**src/rtl/load_store_unit.sv**
```systemverilog
// Load/store unit: turns RV32I load/store requests into word-wide memory transactions.
// Latency (accept cycle to rsp_valid): error 1, SW 2, load 3, SB/SH 4 (read-modify-write).
// Backpressure: req_ready is high only in IDLE; responses cannot be stalled.
//
// Ports:
//   clk, rst           - clock, synchronous active-high reset
//   req_*              - request (valid/ready, store, funct3, byte address, right-aligned write data)
//   rsp_*              - one-cycle completion pulse with load data and error flag
//   mem_*              - single-port data memory with word write enable and registered read
//   stat_* (optional)  - load/store/error counters, present only when LSU_STATS_EN is defined
module load_store_unit #(
  parameter int DATA_WIDTH    = 32,
  parameter int ADDRESS_WIDTH = 32
) (
  input  logic                     clk,
  input  logic                     rst,
  input  logic                     req_valid,
  output logic                     req_ready,
  input  logic                     req_store,
  input  logic [2:0]               req_funct3,
  input  logic [ADDRESS_WIDTH-1:0] req_addr,
  input  logic [DATA_WIDTH-1:0]    req_wdata,
  output logic                     rsp_valid,
  output logic [DATA_WIDTH-1:0]    rsp_data,
  output logic                     rsp_err,
  output logic [ADDRESS_WIDTH-1:0] mem_addr,
  output logic [DATA_WIDTH-1:0]    mem_wd,
  output logic                     mem_we,
  input  logic [DATA_WIDTH-1:0]    mem_rd
`ifdef LSU_STATS_EN
  ,
  output logic [31:0]              stat_loads,
  output logic [31:0]              stat_stores,
  output logic [31:0]              stat_errors
`endif
);

  typedef enum logic [2:0] {
    S_IDLE,
    S_ISSUE,
    S_CAPTURE,
    S_WRITE,
    S_RESP
  } state_t;

  state_t                  r_state;
  state_t                  w_next;

  // Request fields latched at accept
  logic [1:0]              r_addr_lo;
  logic [2:0]              r_funct3;
  logic [DATA_WIDTH-1:0]   r_wdata;
  logic                    r_store;

  logic                    w_accept;
  logic                    w_bad_funct3;
  logic                    w_misalign;
  logic                    w_req_err;
  logic [7:0]              w_byte;
  logic [15:0]             w_half;
  logic [DATA_WIDTH-1:0]   w_load_data;
  logic [DATA_WIDTH-1:0]   w_merged;

  assign req_ready = (r_state == S_IDLE);
  assign w_accept  = (r_state == S_IDLE) && req_valid;

  // Loads allow 0,1,2,4,5; stores allow 0,1,2. funct3[1:0] encodes the access size.
  assign w_bad_funct3 = req_store ? (req_funct3 > 3'd2)
                                  : ((req_funct3 == 3'd3) || (req_funct3[2:1] == 2'b11));
  assign w_misalign   = ((req_funct3[1:0] == 2'd1) && req_addr[0]) ||
                        ((req_funct3[1:0] == 2'd2) && (req_addr[1:0] != 2'b00));
  assign w_req_err    = w_bad_funct3 || w_misalign;

  always_comb begin
    w_next = r_state;
    case (r_state)
      S_IDLE: begin
        if (req_valid) begin
          if (w_req_err) begin
            w_next = S_RESP;
          end else if (req_store && (req_funct3 == 3'd2)) begin
            w_next = S_WRITE;
          end else begin
            w_next = S_ISSUE;
          end
        end
      end
      S_ISSUE:   w_next = S_CAPTURE;
      // Sub-word stores go on to write back the merged word
      S_CAPTURE: w_next = r_store ? S_WRITE : S_RESP;
      S_WRITE:   w_next = S_RESP;
      S_RESP:    w_next = S_IDLE;
      default:   w_next = S_IDLE;
    endcase
  end

  // Lane extraction for loads and lane merge for sub-word stores, both from mem_rd in CAPTURE
  always_comb begin
    w_byte      = 8'h00;
    w_half      = r_addr_lo[1] ? mem_rd[31:16] : mem_rd[15:0];
    w_load_data = mem_rd;
    w_merged    = r_wdata;
    case (r_addr_lo)
      2'd0:    w_byte = mem_rd[7:0];
      2'd1:    w_byte = mem_rd[15:8];
      2'd2:    w_byte = mem_rd[23:16];
      default: w_byte = mem_rd[31:24];
    endcase
    case (r_funct3[1:0])
      2'd0: begin
        w_load_data = r_funct3[2] ? {24'h000000, w_byte} : {{24{w_byte[7]}}, w_byte};
        w_merged    = mem_rd;
        case (r_addr_lo)
          2'd0:    w_merged[7:0]   = r_wdata[7:0];
          2'd1:    w_merged[15:8]  = r_wdata[7:0];
          2'd2:    w_merged[23:16] = r_wdata[7:0];
          default: w_merged[31:24] = r_wdata[7:0];
        endcase
      end
      2'd1: begin
        w_load_data = r_funct3[2] ? {16'h0000, w_half} : {{16{w_half[15]}}, w_half};
        w_merged    = mem_rd;
        if (r_addr_lo[1]) begin
          w_merged[31:16] = r_wdata[15:0];
        end else begin
          w_merged[15:0]  = r_wdata[15:0];
        end
      end
      default: begin
      end
    endcase
  end

  always_ff @(posedge clk) begin
    if (rst) begin
      r_state   <= S_IDLE;
      r_addr_lo <= 2'b00;
      r_funct3  <= 3'd0;
      r_wdata   <= '0;
      r_store   <= 1'b0;
      rsp_valid <= 1'b0;
      rsp_data  <= '0;
      rsp_err   <= 1'b0;
      mem_we    <= 1'b0;
      mem_addr  <= '0;
      mem_wd    <= '0;
    end else begin
      r_state   <= w_next;
      mem_we    <= (w_next == S_WRITE);
      rsp_valid <= (w_next == S_RESP);

      if (w_accept) begin
        r_addr_lo <= req_addr[1:0];
        r_funct3  <= req_funct3;
        r_wdata   <= req_wdata;
        r_store   <= req_store;
        // Only a real memory access moves mem_addr; it then holds through ISSUE/WRITE and after
        if (!w_req_err) begin
          mem_addr <= {2'b00, req_addr[ADDRESS_WIDTH-1:2]};
        end
        if (req_store && (req_funct3 == 3'd2)) begin
          mem_wd <= req_wdata;
        end
      end

      if ((r_state == S_CAPTURE) && r_store) begin
        mem_wd <= w_merged;
      end

      // Response fields are nonzero only while rsp_valid is high
      if (w_next == S_RESP) begin
        rsp_err  <= (r_state == S_IDLE);
        rsp_data <= ((r_state == S_CAPTURE) && !r_store) ? w_load_data : '0;
      end else begin
        rsp_err  <= 1'b0;
        rsp_data <= '0;
      end
    end
  end

`ifdef LSU_STATS_EN
  always_ff @(posedge clk) begin
    if (rst) begin
      stat_loads  <= 32'd0;
      stat_stores <= 32'd0;
      stat_errors <= 32'd0;
    end else if (r_state == S_RESP) begin
      if (rsp_err) begin
        stat_errors <= stat_errors + 32'd1;
      end else if (r_store) begin
        stat_stores <= stat_stores + 32'd1;
      end else begin
        stat_loads  <= stat_loads + 32'd1;
      end
    end
  end
`endif

endmodule

```
**config.mk**
```make
export PLATFORM = sky130hd
export DESIGN_NAME = load_store_unit
export DESIGN_NICKNAME = d
export VERILOG_FILES = /design/src/rtl/load_store_unit.sv
export SDC_FILE = /design/constraint.sdc
export NUM_CORES = 1
export LEC_CHECK = 0
export BUFFER_PORTS_ARGS = -buffer_cell sky130_fd_sc_hd__buf_2
export CAP_MARGIN = 20
export CORE_ASPECT_RATIO = 2
export CORE_MARGIN = 8
export CORE_UTILIZATION = 30
export DETAILED_ROUTE_END_ITERATION = 8
export HOLD_SLACK_MARGIN = 0.03
export MAX_ROUTING_LAYER = met4
export RECOVER_POWER = 25
export REMOVE_ABC_BUFFERS = 1
export SLEW_MARGIN = 20
export SYNTH_ARGS = -nofsm -noshare
export SYNTH_HDL_FRONTEND = slang
export SYNTH_SLANG_ARGS = --single-unit
```
**constraint.sdc**
```tcl
create_clock -name clk -period 2.3 [get_ports clk]
set_input_delay 0.46 -clock clk [delete_from_list [all_inputs] [get_ports clk]]
set_output_delay 0.46 -clock clk [all_outputs]
set_load 0.05 [all_outputs]
```
==> metrics.txt <==
clock share of power=between 40% and 50%; TritonCTS Buffers=17; Pre-Repair DR Iteration Count=5; crit path DAT=roughly 1.5 ns; Crit. Startpoint=r_state[2]$_SDFF_PP0_; IO Pins=203; CP endpoint kind=output port; Leakage Power=3.100 nW; register area share after synthesis=~43%; Synth top area share=43.42%; Layout Skew=a little under 0.009 ns; Reg2Reg Depth=4; Final Hold Slack=about 0.26 ns; P&R area growth vs syn=30.01%; peak supply drop=between 0.3 and 0.4 mV; initial core utilization=between 30 and 40%; CTS Sinks=between 100 and 150; Tightest Hold Check Type=in -> reg; number of synthesized flops with an enable pin=0; cts repair resizes=0; Synthesis Warnings=0; synth unique cells=45; placed cell areas=between 7000 and 8000 µm²; nets@finish=just over 1000; hold wc startpoint=req_addr[5]; Root Buffer=clkbuf_16; Comb power frac=15.3%; pre-CTS WS=~0.32 ns; Mapped Area=roughly 6400 µm²; I/O Buffers=200; worst-case headroom to the max-slew limit=approximately 52%; via density per instance=~5.2; Max-Cap Viols=0; actual slew at the worst max-slew pin=roughly 0.72 ns; post-layout min period=slightly below 2 ns; hold worst-path end=mem_addr[3]$_SDFFE_PP0P_; status=complete, no violations; core footprint=~21000 µm²; Setup Fix Bufs, Post-CTS=0; Die Y=approximately 220 µm; placed cell count=approximately 1200; GPL Wtd Cong=0.8600; final hold vios=0; Post-Synthesis Cells=between 700 and 800; Net Sw Frac=between 20% and 30%; critical path class=reg -> out; worst reg2reg startpoint=r_state[2]$_SDFF_PP0_; drt initial violations=365; Routed WL=~24000 µm; period utilisation layout=a little under nine tenths; CP Data Required Time=between 1.5 and 2 ns; R2R Path End=mem_wd[13]$_SDFFE_PP0P_; worst-path maximum fanout=10; clock slew at reported path FFs=roughly 0.060 ns; pwr dens=approximately 800 nW/µm²; Int Power=~4.7 mW; Hold Path Depth=3; final non-filler cell total=approximately 1200; Flop pwr share=39.0%; r2r setup slk=approximately 0.36 ns; Synth area leaders=dfxtp_1, nand2_1, a21oi_1; f_max=just over 500 MHz; Routed Antenna Nets=0; share of layout cells above drive strength 1=roughly a quarter; Max clock buf depth=2; ys flop type=dfxtp_1; DRC=0; Net Sw Power=around 1.8 mW; largest net degree at the start of global routing=97; first-pass GRT wire length=about 36000 µm; total congestion overflow=0; vias in the first global route=~6400; total track usage=~18%; initial antenna violation count=6; Die Width=approximately 120 µm; H-tree Lvls=4; leading area contributor after synthesis=dfxtp_1; setup ws final=0.3387 ns; drt wl/cell=around 20 µm; Syn Area/Cell=between 8 and 9 µm²; full die area=approximately 26000 µm²; post-synthesis register bit count=138; RSZ-0062 raised after global routing=false; Rows=between 70 and 80; Post-synth ARST share=0%; Slew Limit Fails=0; hold_buf cts=0; Finish-stage setup viols=0; clk_lat worst skew=about 0.43 ns; CTS tree=built; Detailed Place HPWL=approximately 18000 µm; final instance area=~8300 µm²; Total Power=about 6.6 mW; DR vias=approximately 6300; crit path launch type=flop
registers in the layout, summed over array words and instances (netlist names):
register	cells
r_state	3
rsp_data	32
mem_wd	32
mem_we	1
r_wdata	32
rsp_err	1
mem_addr	30
rsp_valid	1
r_store	1
r_addr_lo	2
r_funct3	3
synth_stat cells (4+ instances only):
cell / count
clkbuf_1: 46
a311oi_1: 14
o22ai_1: 16
nor2b_1: 14
buf_1: 6
o211ai_1: 15
mux2_2: 22
a32oi_1: 12
nand2b_1: 6
nand2_1: 199
dfxtp_1: 138
buf_2: 12
a211oi_1: 4
nor2_1: 16
buf_4: 5
mux2i_1: 41
mux4_2: 7
a2111oi_2: 6
a21oi_1: 108
a221oi_1: 17
per-stage QoR:
| step | setup TNS, ns | util [%] |
|---|---|---|
| 3_5_place_dp | 0 | 36.78 |
| 5_1_grt | 0 | 39.53 |
| 3_3_place_gp | 0 | 36.78 |
| 2_1_floorplan | -51.35 | - |
| 4_1_cts | 0 | 39.80 |
| 6_report | 0 | 39.53 |
how the worst max path moves through the flow:
stage	to	slack, ns
2_1_floorplan	mem_wd[11]$_SDFFE_PP0P_	-0.85
3_3_place_gp	mem_addr[22]$_SDFFE_PP0P_	0.34
3_5_place_dp	mem_wd[12]$_SDFFE_PP0P_	0.32
4_1_cts	req_ready	0.28
5_1_grt	mem_wd[13]$_SDFFE_PP0P_	0.21
6_report	req_ready	0.34
critical path, cell delays in order, from the launching register on:
cell	delay, ns
dfxtp_1	0.43
nor3_1	0.31
buf_2	0.33
layer usage:
metal	track usage, %	routed length, µm	vias up	share of wire, %
met3	4.259	1303	73	5.4
li1	-	-	3022	-
met4	11.70	1183	0	4.9
met2	32.11	12740	266	53
met5	-	0	-	0
met1	17.81	8742	2959	36
power groups by stage:
| stage | Sequential [mW] | Clock, mW | Combinational (mW) |
|---|---|---|---|
| after detailed placement | 2.62 | 0 | 1.01 |
| after floorplan | 2.77 | 0 | 0.417 |
| final | 2.57 | 3.01 | 1.00 |
| after global placement | 2.62 | 0 | 1.00 |
| after CTS | 2.57 | 3.07 | 1.01 |
| after global routing | 2.58 | 3.15 | 1.08 |
layout by cell type (no fill, tap or decap), drive strengths merged, types with 14 or more instances in the layout:
master / instances
mux2: 22
mux2i: 41
o211ai: 15
dfxtp: 138
o22ai: 16
a221oi: 17
buf: 173
nand2: 199
a21oi: 109
nor2: 16
clkbuf: 77
nor2b: 14
a311oi: 14
cells by family (layout without fill, tap and decap cells):
kind of cell           after synthesis  after routing  share of synthesized area [%]
AO/OA/AOI/OAI                      209            209                          21.89
multiplexers                        70             70                          12.82
buffers and inverters               73            265                          4.956
flip-flops                         138            138                          43.42
other                                1              8                        0.05894
AND/OR/NAND/NOR                    253            253                          16.85
area by class of cell:
cell class	instances	area [µm²]
multi-input cells	534	3298
clock buffers	19	432.9
inverters	3	11.26
repair buffers	231	1214
clock inverters	12	198.9
diodes	6	15.01
flip-flops and latches	138	2765
fillers	2237	12650
well taps	269	336.6
Power figures use the tool's default switching activity.
